**src/rtl/store_monitor_pkg.sv**
```systemverilog
`default_nettype none
// ============================================================================
// Module      : store_monitor_pkg
// Description : Shared types and default constants for the store monitor.
// Revision    : 1.0 - initial release
// ============================================================================
package store_monitor_pkg;

    localparam logic [31:0] c_pass_addr   = 32'd100;
    localparam logic [31:0] c_pass_data   = 32'd25;
    localparam logic [31:0] c_ignore_addr = 32'd96;

    typedef enum logic [1:0] {
        CHK_RUN  = 2'd0,
        CHK_PASS = 2'd1,
        CHK_FAIL = 2'd2
    } chk_state_t;

    typedef struct packed {
        logic [31:0] addr;
        logic [31:0] data;
    } store_entry_t;

endpackage
`default_nettype wire

```
**src/rtl/store_fifo.sv**
```systemverilog
`default_nettype none
// ============================================================================
// Module      : store_fifo
// Description : Store-entry FIFO with explicit occupancy count; a pop frees a
//               slot for a push in the same cycle.
// Revision    : 1.0 - initial release
// ============================================================================
module store_fifo
    import store_monitor_pkg::*;
#(
    parameter int DEPTH = 8
) (
    input  logic                     clk,
    input  logic                     rst,
    input  logic                     i_push,
    input  logic                     i_pop,
    input  store_entry_t             i_entry,
    output store_entry_t             o_head,
    output logic                     o_full,
    output logic                     o_empty,
    output logic [$clog2(DEPTH):0]   o_count
);

    localparam int c_ptr_w = $clog2(DEPTH);
    localparam logic [c_ptr_w:0] c_full_cnt = (c_ptr_w + 1)'(DEPTH);

    store_entry_t         r_mem [DEPTH];
    logic [c_ptr_w-1:0]   r_wr_ptr;
    logic [c_ptr_w-1:0]   r_rd_ptr;
    logic [c_ptr_w:0]     r_count;
    logic                 w_push;
    logic                 w_pop;

    assign o_empty = (r_count == '0);
    assign o_full  = (r_count == c_full_cnt);
    assign o_count = r_count;
    assign w_pop   = i_pop & ~o_empty;
    assign w_push  = i_push & (~o_full | w_pop);
    // Gate the head so stale or unreset storage never leaks out while empty
    assign o_head  = o_empty ? '0 : r_mem[r_rd_ptr];

    always_ff @(posedge clk) begin
        if (w_push) begin
            r_mem[r_wr_ptr] <= i_entry;
        end
    end

    always_ff @(posedge clk or posedge rst) begin
        if (rst) begin
            r_wr_ptr <= '0;
            r_rd_ptr <= '0;
            r_count  <= '0;
        end else begin
            if (w_push) begin
                r_wr_ptr <= r_wr_ptr + c_ptr_w'(1);
            end
            if (w_pop) begin
                r_rd_ptr <= r_rd_ptr + c_ptr_w'(1);
            end
            case ({w_push, w_pop})
                2'b10:   r_count <= r_count + (c_ptr_w + 1)'(1);
                2'b01:   r_count <= r_count - (c_ptr_w + 1)'(1);
                default: r_count <= r_count;
            endcase
        end
    end

endmodule
`default_nettype wire

```
**src/rtl/store_monitor.sv**
```systemverilog
`default_nettype none
// ============================================================================
// Module      : store_monitor
// Description : Captures committed stores into a drainable FIFO and runs an
//               end-of-program pass/fail checker on the store stream.
// Revision    : 1.0 - initial release
// ============================================================================
module store_monitor
    import store_monitor_pkg::*;
#(
    parameter int          DEPTH       = 8,
    parameter logic [31:0] PASS_ADDR   = c_pass_addr,
    parameter logic [31:0] PASS_DATA   = c_pass_data,
    parameter logic [31:0] IGNORE_ADDR = c_ignore_addr,
    parameter int          CNT_W       = 8
) (
    input  logic                     clk,
    input  logic                     reset,
    input  logic                     MemWrite,
    input  logic [31:0]              DataAdr,
    input  logic [31:0]              WriteData,
    output logic                     out_valid,
    input  logic                     out_ready,
    output logic [31:0]              out_addr,
    output logic [31:0]              out_data,
    output logic [$clog2(DEPTH):0]   fifo_count,
    output logic                     overflow,
    output logic [CNT_W-1:0]         drop_count,
    output logic                     done,
    output logic                     pass
);

    store_entry_t     w_in;
    store_entry_t     w_head;
    logic             w_full;
    logic             w_empty;
    logic             w_pop;
    logic             w_drop;
    chk_state_t       r_state;
    chk_state_t       w_state_next;
    logic             r_overflow;
    logic [CNT_W-1:0] r_drop_count;

    assign w_in.addr = DataAdr;
    assign w_in.data = WriteData;

    store_fifo #(
        .DEPTH   (DEPTH)
    ) u_fifo (
        .clk     (clk),
        .rst     (reset),
        .i_push  (MemWrite),
        .i_pop   (out_ready),
        .i_entry (w_in),
        .o_head  (w_head),
        .o_full  (w_full),
        .o_empty (w_empty),
        .o_count (fifo_count)
    );

    assign out_valid = ~w_empty;
    assign out_addr  = w_head.addr;
    assign out_data  = w_head.data;
    assign w_pop     = out_valid & out_ready;
    // A pop in the same cycle frees the slot, so only a stalled full FIFO drops
    assign w_drop    = MemWrite & w_full & ~w_pop;

    always_ff @(posedge clk or posedge reset) begin
        if (reset) begin
            r_overflow   <= 1'b0;
            r_drop_count <= '0;
        end else if (w_drop) begin
            r_overflow <= 1'b1;
            if (r_drop_count != '1) begin
                r_drop_count <= r_drop_count + CNT_W'(1);
            end
        end
    end

    assign overflow   = r_overflow;
    assign drop_count = r_drop_count;

    always_ff @(posedge clk or posedge reset) begin
        if (reset) begin
            r_state <= CHK_RUN;
        end else begin
            r_state <= w_state_next;
        end
    end

    // Verdict is terminal; the ignore address keeps the run alive
    always_comb begin
        w_state_next = r_state;
        done         = (r_state != CHK_RUN);
        pass         = (r_state == CHK_PASS);
        if (MemWrite && (r_state == CHK_RUN)) begin
            if ((DataAdr == PASS_ADDR) && (WriteData == PASS_DATA)) begin
                w_state_next = CHK_PASS;
            end else if (DataAdr != IGNORE_ADDR) begin
                w_state_next = CHK_FAIL;
            end
        end
    end

endmodule
`default_nettype wire

```
**config.mk**
```make
export PLATFORM = sky130hd
export DESIGN_NAME = store_monitor
export DESIGN_NICKNAME = d
export VERILOG_FILES = /design/src/rtl/store_monitor_pkg.sv /design/src/rtl/store_fifo.sv /design/src/rtl/store_monitor.sv
export SDC_FILE = /design/constraint.sdc
export NUM_CORES = 1
export LEC_CHECK = 0
export CAP_MARGIN = 30
export CORE_MARGIN = 2
export CORE_UTILIZATION = 60
export CTS_BUF_LIST = sky130_fd_sc_hd__clkbuf_8
export CTS_CLUSTER_DIAMETER = 100
export CTS_CLUSTER_SIZE = 24
export DETAILED_ROUTE_END_ITERATION = 6
export GPL_ROUTABILITY_DRIVEN = 0
export GPL_TIMING_DRIVEN = 0
export PLACE_DENSITY = 0.81
export SLEW_MARGIN = 30
export SYNTH_ARGS = -nofsm -noshare
export SYNTH_HDL_FRONTEND = slang
export SYNTH_SLANG_ARGS = --single-unit
```
**constraint.sdc**
```tcl
create_clock -name clk -period 8.84 [get_ports clk]
set_input_delay 1.768 -clock clk [delete_from_list [all_inputs] [get_ports clk]]
set_output_delay 1.768 -clock clk [all_outputs]
set_load 0.02 [all_outputs]
```
==> flow_metrics.py, run 1 <==
metrics = {
    "synth": {
        "synth-edff-count": 512,
        "syn_inst": 938,
        "syn_area_um2": 20570,
        "async_reset_ff_frac": 0.03940,
        "synth_area_per_cell_um2": 21.93,
        "ys_ff_latch": 533,
        "ys_types": 41,
        "yosysWarningCount": 0,
        "synth_ff_type": "edfxtp_1",
        "yosysSeqAreaShare": 0.7730,
        "syn_nets": 1010,
    },
    "clock_network": {
        "path_clk_slew_ps": 130,
        "cts_root_buf": "clkbuf_8",
        "h-tree-depth": 1,
        "hold_buffers": 0,
        "numClockSinks": 533,
        "cts-buffers-inserted": 26,
        "cts_resized": 0,
        "tritoncts": "built",
        "clock_latency_ps": 620,
        "post-cts-setup-buffers": 0,
        "clock_path_buffers": 3,
    },
    "setup_path": {
        "worstSetupPathType": "reg2out",
        "arrival_ps": 3680,
        "crit_path_end_kind": "primary output",
        "cp.required_ps": 7070,
        "start_kind": "register",
        "cp_max_fo": 10,
    },
    "final_layout": {
        "fin_cells": 1627,
        "final_nets": 1231,
        "drive_above_1_share": 0.2027,
        "area_delta_synth_final_pct": 16.38,
        "n_antenna_cell": 0,
    },
    "run_status": {
        "status": "complete, no violations",
    },
    "route": {
        "drt-initial-drc-count": 1127,
        "wl_per_cell_um": 26.02,
        "routed_via_density": 6.212,
        "num_vias": 10110,
        "first_pass_iters": 5,
        "routed_wl_um": 42330,
        "drc_errors": 0,
        "ant_nets": 0,
    },
    "placement": {
        "place_inst": 1579,
        "dp_hpwl_um": 28930,
        "place_ws_ps": 3828,
        "portBuffers": 147,
    },
    "power": {
        "vdd_ir_drop_max_v": 0.0002128,
        "total_leakage_power_nw": 7.884,
        "powerDensity_nw_per_um2": 302.2,
    },
    "timing": {
        "hold_viol": 0,
        "finClkSkew_ps": 30.14,
        "setup_ws_ps": 3394,
        "grt_setup_unrepaired": "false",
        "fin_crit_sh": 0.6160,
        "timing.fmax_ghz": 0.1836,
        "hold_slack_ps": 510.8,
        "setup_violations": 0,
        "slew_headroom": 0.3476,
        "slew_viol_final": 0,
        "worst_pin_slew_ps": 978.6,
        "period_needed_ps": 5446,
    },
    "floorplan": {
        "fp-row-count": 67,
        "start_util": 0.6119,
        "die_area_um2": 35780,
        "die_w_um": 189.2,
        "die_h_um": 189.2,
        "core_um2": 33620,
        "ios": 148,
    },
    "global_routing": {
        "antenna_found_initial": 1,
        "grt_pass1_vias": 10500,
        "grt_max_degree": 26,
        "overflow": 0,
        "grt.total_usage": 0.2436,
        "grt_first_pass_wirelength_um": 64000,
    },
    "job": {
        "maxCapViolations": 0,
    },
    "worst_hold_path": {
        "hp-class": "reg2reg",
    },
}
==> cells in the final DEF, fill, tap and decap left out, types with 2 or more instances in the layout <==
cell type	n
ha_1	4
nor4b_1	2
buf_2	20
dfrtp_1	21
buf_8	4
nor2_1	68
inv_1	23
buf_1	5
nand2_1	11
clkbuf_1	16
nor4_1	12
clkdlybuf4s50_1	147
nor3_2	2
edfxtp_1	512
buf_4	17
nand4_1	7
mux2_2	3
mux2i_1	64
nor2b_1	2
nor3_1	3
xnor2_1	11
buf_6	6
clkbuf_8	27
nor2_4	6
nand3_1	5
o21ai_0	3
nor4bb_1	2
mux4_2	128
and3_1	3
nand2b_1	6
buf_16	21
==> per-layer routing <==
metal,share of wire,global-route usage,vias to the layer above
li1,-,-,4305
met1,0.40,0.3422,5292
met2,0.51,0.4150,441
met3,0.067,0.03355,67
met4,0.021,0.05619,2
met5,0.00031,0,-
==> worst max-delay path: stages, from the launching register on <==
cell and delay [ps]:
dfrtp_1 430, clkbuf_1 590, buf_1 680, mux4_2 430, mux2i_1 310, nor2_1 70
clkdlybuf4s50_1 540
==> Yosys cell counts (5+ instances only) <==
library cell	number	share of area
edfxtp_1	512	0.75
mux4_2	128	0.14
nor2_1	74	0.014
mux2i_1	64	0.031
dfrtp_1	21	0.026
buf_2	20	0.0049
clkbuf_1	16	0.0029
nor4_1	12	0.0036
nand2_1	11	0.0020
xnor2_1	11	0.0047
nand4_1	7	0.0021
nand2b_1	6	0.0018
buf_1	5	0.00091
nand3_1	5	0.0012
nor3_1	5	0.0012
==> per-stage QoR <==
stage / power, W / util / setup TNS (ps) / instance area [µm²]
final: 0.007233 / 0.7121 / 0 / 23940
after global placement: 0.006177 / 0.6723 / -372730 / 22600
after global routing: 0.007560 / 0.7121 / 0 / 23940
after detailed placement: 0.006334 / 0.6982 / 0 / 23470
after floorplan: 0.005055 / - / 0 / 20570
after CTS: 0.007300 / 0.7121 / 0 / 23940
==> cell families (layout without fill, tap and decap cells) <==
logic type                 count (synthesis)  in the layout  share of synthesized area
adders and majority gates                  4              4                   0.002433
and+or+nand+nor                          135            135                    0.03139
muxes                                    195            195                     0.1729
xor gates and xnor gates                  12             12                   0.005110
AOI/OAI and AO/OA                         12             12                   0.004745
buffers and inverters                     47            288                    0.01034
DFF                                      533            533                     0.7730
==> registers in the layout, indices dropped and copies added (netlist names) <==
name / cells
u_fifo.r_wr_ptr: 3
u_fifo.r_rd_ptr: 3
u_fifo.o_count: 4
u_fifo.r_mem: 512
overflow: 1
drop_count: 8
r_state: 2
==> cell type report <==
type                    instances  area, µm²
plain buffers                  43      197.7
clock buffers                  27      371.6
clock inverters                21      95.09
fillers                      1999       9679
inverters                       4      15.01
multi-input cells             358       4511
flip-flops and latches        533      15900
well taps                     448      560.5
repair buffers                193       2286
==> worst paths after layout <==
| check | startpoint | to | slack (ps) | depth (start not counted) |
|---|---|---|---|---|
| max | u_fifo.r_rd_ptr[1] | out_addr[13] | 3390 | 6 |
| min | drop_count[5] | drop_count[5] | 510 | 1 |
| max reg2reg | u_fifo.o_count[0] | u_fifo.r_mem[0][29] | 5640 | 10 |
| min reg2reg | drop_count[5] | drop_count[5] | 510 | 1 |
| max in group asynchronous | reset | drop_count[2] | 6930 | 2 |
| min in group asynchronous | reset | r_state[0] | 1490 | 2 |
==> report_power, final <==
part           leakage [nW]  switching, W  internal, W
combinational          2.66       0.00162      0.00145
clock                 0.310      0.000700     0.000294
sequential             4.92     0.0000916      0.00308
total                  7.88       0.00241      0.00482
Power figures use the tool's default switching activity.
==> inputs of run 2 (changes only) <==
Clock period 8.84 ns to 5.2 ns, I/O delays scaled along.
==> flow_metrics.py, run 2 (synthesis results as in run 1) <==
metrics = {
    "clock_network": {
        "cts_root_buf": "clkbuf_8",
        "cts_resized": 0,
        "post-cts-setup-buffers": 0,
        "clock_path_buffers": 3,
        "tritoncts": "built",
        "numClockSinks": 533,
        "hold_buffers": 0,
        "path_clk_slew_ps": 140,
        "h-tree-depth": 1,
        "cts-buffers-inserted": 26,
        "clock_latency_ps": 630,
    },
    "setup_path": {
        "ff2ff_setup_slack_ps": 2040,
        "path_depth": 6,
        "cpPeakStageDelay_ps": 750,
        "crit_path_end_kind": "primary output",
        "arrival_ps": 3650,
        "r2r-end": "u_fifo.r_mem[0][25]",
        "start_kind": "register",
        "cp.required_ps": 4160,
        "worstSetupPathType": "reg2out",
        "startpoint": "u_fifo.o_count[1]",
        "endpoint": "out_data[23]",
        "path_delay_family": "buffers and inverters",
        "cp_max_fo": 10,
        "r2r_cells": 9,
        "path_cells": "buf_6 > nor4_1 > clkbuf_1 > buf_2 > nor2_1 > clkdlybuf4s50_1",
        "worstReg2RegStart": "u_fifo.o_count[0]",
        "cpMaxStageDelayCell": "clkbuf_1",
        "cp_num_buf_inv": 4,
    },
    "power": {
        "switching_share": 0.3330,
        "p_int_w": 0.008190,
        "total_leakage_power_nw": 7.830,
        "powerDensity_nw_per_um2": 513.9,
        "seqPwrFrac": 0.439,
        "pwr-share-clk": 0.138,
        "p_comb_frac": 0.423,
        "vdd_ir_drop_max_v": 0.0004330,
        "total_switching_power_w": 0.004089,
    },
    "worst_hold_path": {
        "hp-class": "reg2reg",
    },
    "global_routing": {
        "grt.total_usage": 0.2413,
        "grt_pass1_vias": 10400,
        "grt_first_pass_wirelength_um": 63450,
        "overflow": 0,
        "grt_max_degree": 26,
        "antenna_found_initial": 2,
    },
    "timing": {
        "fin_crit_sh": 0.9012,
        "timing.fmax_ghz": 0.2134,
        "worst_pin_slew_ps": 1042,
        "finClkSkew_ps": 35.00,
        "slew_viol_final": 0,
        "slew_headroom": 0.3053,
        "grt_setup_unrepaired": "false",
        "period_needed_ps": 4686,
        "hold_viol": 0,
        "setup_violations": 0,
        "hold_slack_ps": 509.0,
    },
    "final_layout": {
        "final_util": 0.7108,
        "final_cell_mix": "512 x edfxtp_1, 147 x clkdlybuf4s50_1, 128 x mux4_2",
        "area_delta_synth_final_pct": 16.16,
        "largest_reg_flops": 512,
        "final_nets": 1220,
        "drive_above_1_share": 0.1954,
        "n_antenna_cell": 0,
        "final_common_cell": "edfxtp_1",
        "fillers": 2006,
        "fin_cells": 1615,
        "top_register": "u_fifo.r_mem",
    },
    "route": {
        "routed_via_density": 6.263,
        "routed_wl_um": 41910,
        "ant_nets": 0,
        "wl_per_cell_um": 25.95,
        "drc_errors": 0,
        "num_vias": 10120,
        "drt-initial-drc-count": 1115,
        "first_pass_iters": 5,
    },
    "floorplan": {
        "start_util": 0.6119,
        "die_area_um2": 35780,
        "die_h_um": 189.2,
        "ios": 148,
        "core_um2": 33620,
        "fp-row-count": 67,
        "die_w_um": 189.2,
    },
    "job": {
        "maxCapViolations": 0,
    },
    "placement": {
        "dp_hpwl_um": 27880,
        "place_inst": 1568,
        "portBuffers": 147,
    },
    "run_status": {
        "status": "complete, no violations",
    },
}
[run 2: how the worst min path moves through the flow]
stage,to,startpoint,slack (ps),depth (start not counted)
after floorplan,r_state[0],r_state[0],470,1
after global placement,overflow,overflow,480,1
after detailed placement,overflow,overflow,470,1
after CTS,overflow,overflow,510,1
after global routing,drop_count[5],drop_count[5],520,1
final,drop_count[5],drop_count[5],510,1
[run 2: power by group through the flow]
stage	combinational (W)	sequential (W)	clock, W
after global placement	0.00495	0.00554	0
after CTS	0.00527	0.00539	0.00173
after global routing	0.00555	0.00543	0.00186
after floorplan	0.00308	0.00550	0
after detailed placement	0.00526	0.00549	0
final	0.00520	0.00539	0.00169
[run 2: routing by layer]
layer / vias to the layer above / routed length [µm] / share of wire / GRT usage
met5: - / 25 / 0.00060 / 0
met4: 4 / 1140 / 0.027 / 0.06911
met3: 81 / 2921 / 0.070 / 0.03336
met2: 434 / 21310 / 0.51 / 0.4034
met1: 5307 / 16520 / 0.39 / 0.3403
li1: 4289 / - / - / -
[run 2: cell type report]
class,instances,area [µm²],share of cell area
sequential,533,15900,0.6655
multi-input combinational,358,4523,0.1893
timing repair buffer,182,2233,0.09348
tap,448,560.5,0.02346
clock buffer,27,371.6,0.01555
buffer,43,197.7,0.008274
clock inverter,20,91.34,0.003823
inverter,4,15.01,0.0006284
[run 2: per-stage QoR]
| step | instance area (µm²) | total power [W] | setup slack, ps | TNS [ps] |
|---|---|---|---|---|
| global route | 23890 | 0.01284 | 320.7 | 0 |
| floorplan | 20580 | 0.008586 | 671.8 | 0 |
| CTS | 23890 | 0.01240 | 507.3 | 0 |
| finish | 23890 | 0.01228 | 513.7 | 0 |
| detailed placement | 23430 | 0.01075 | 945.5 | 0 |
| global placement | 22610 | 0.01049 | -2600 | -1257260 |
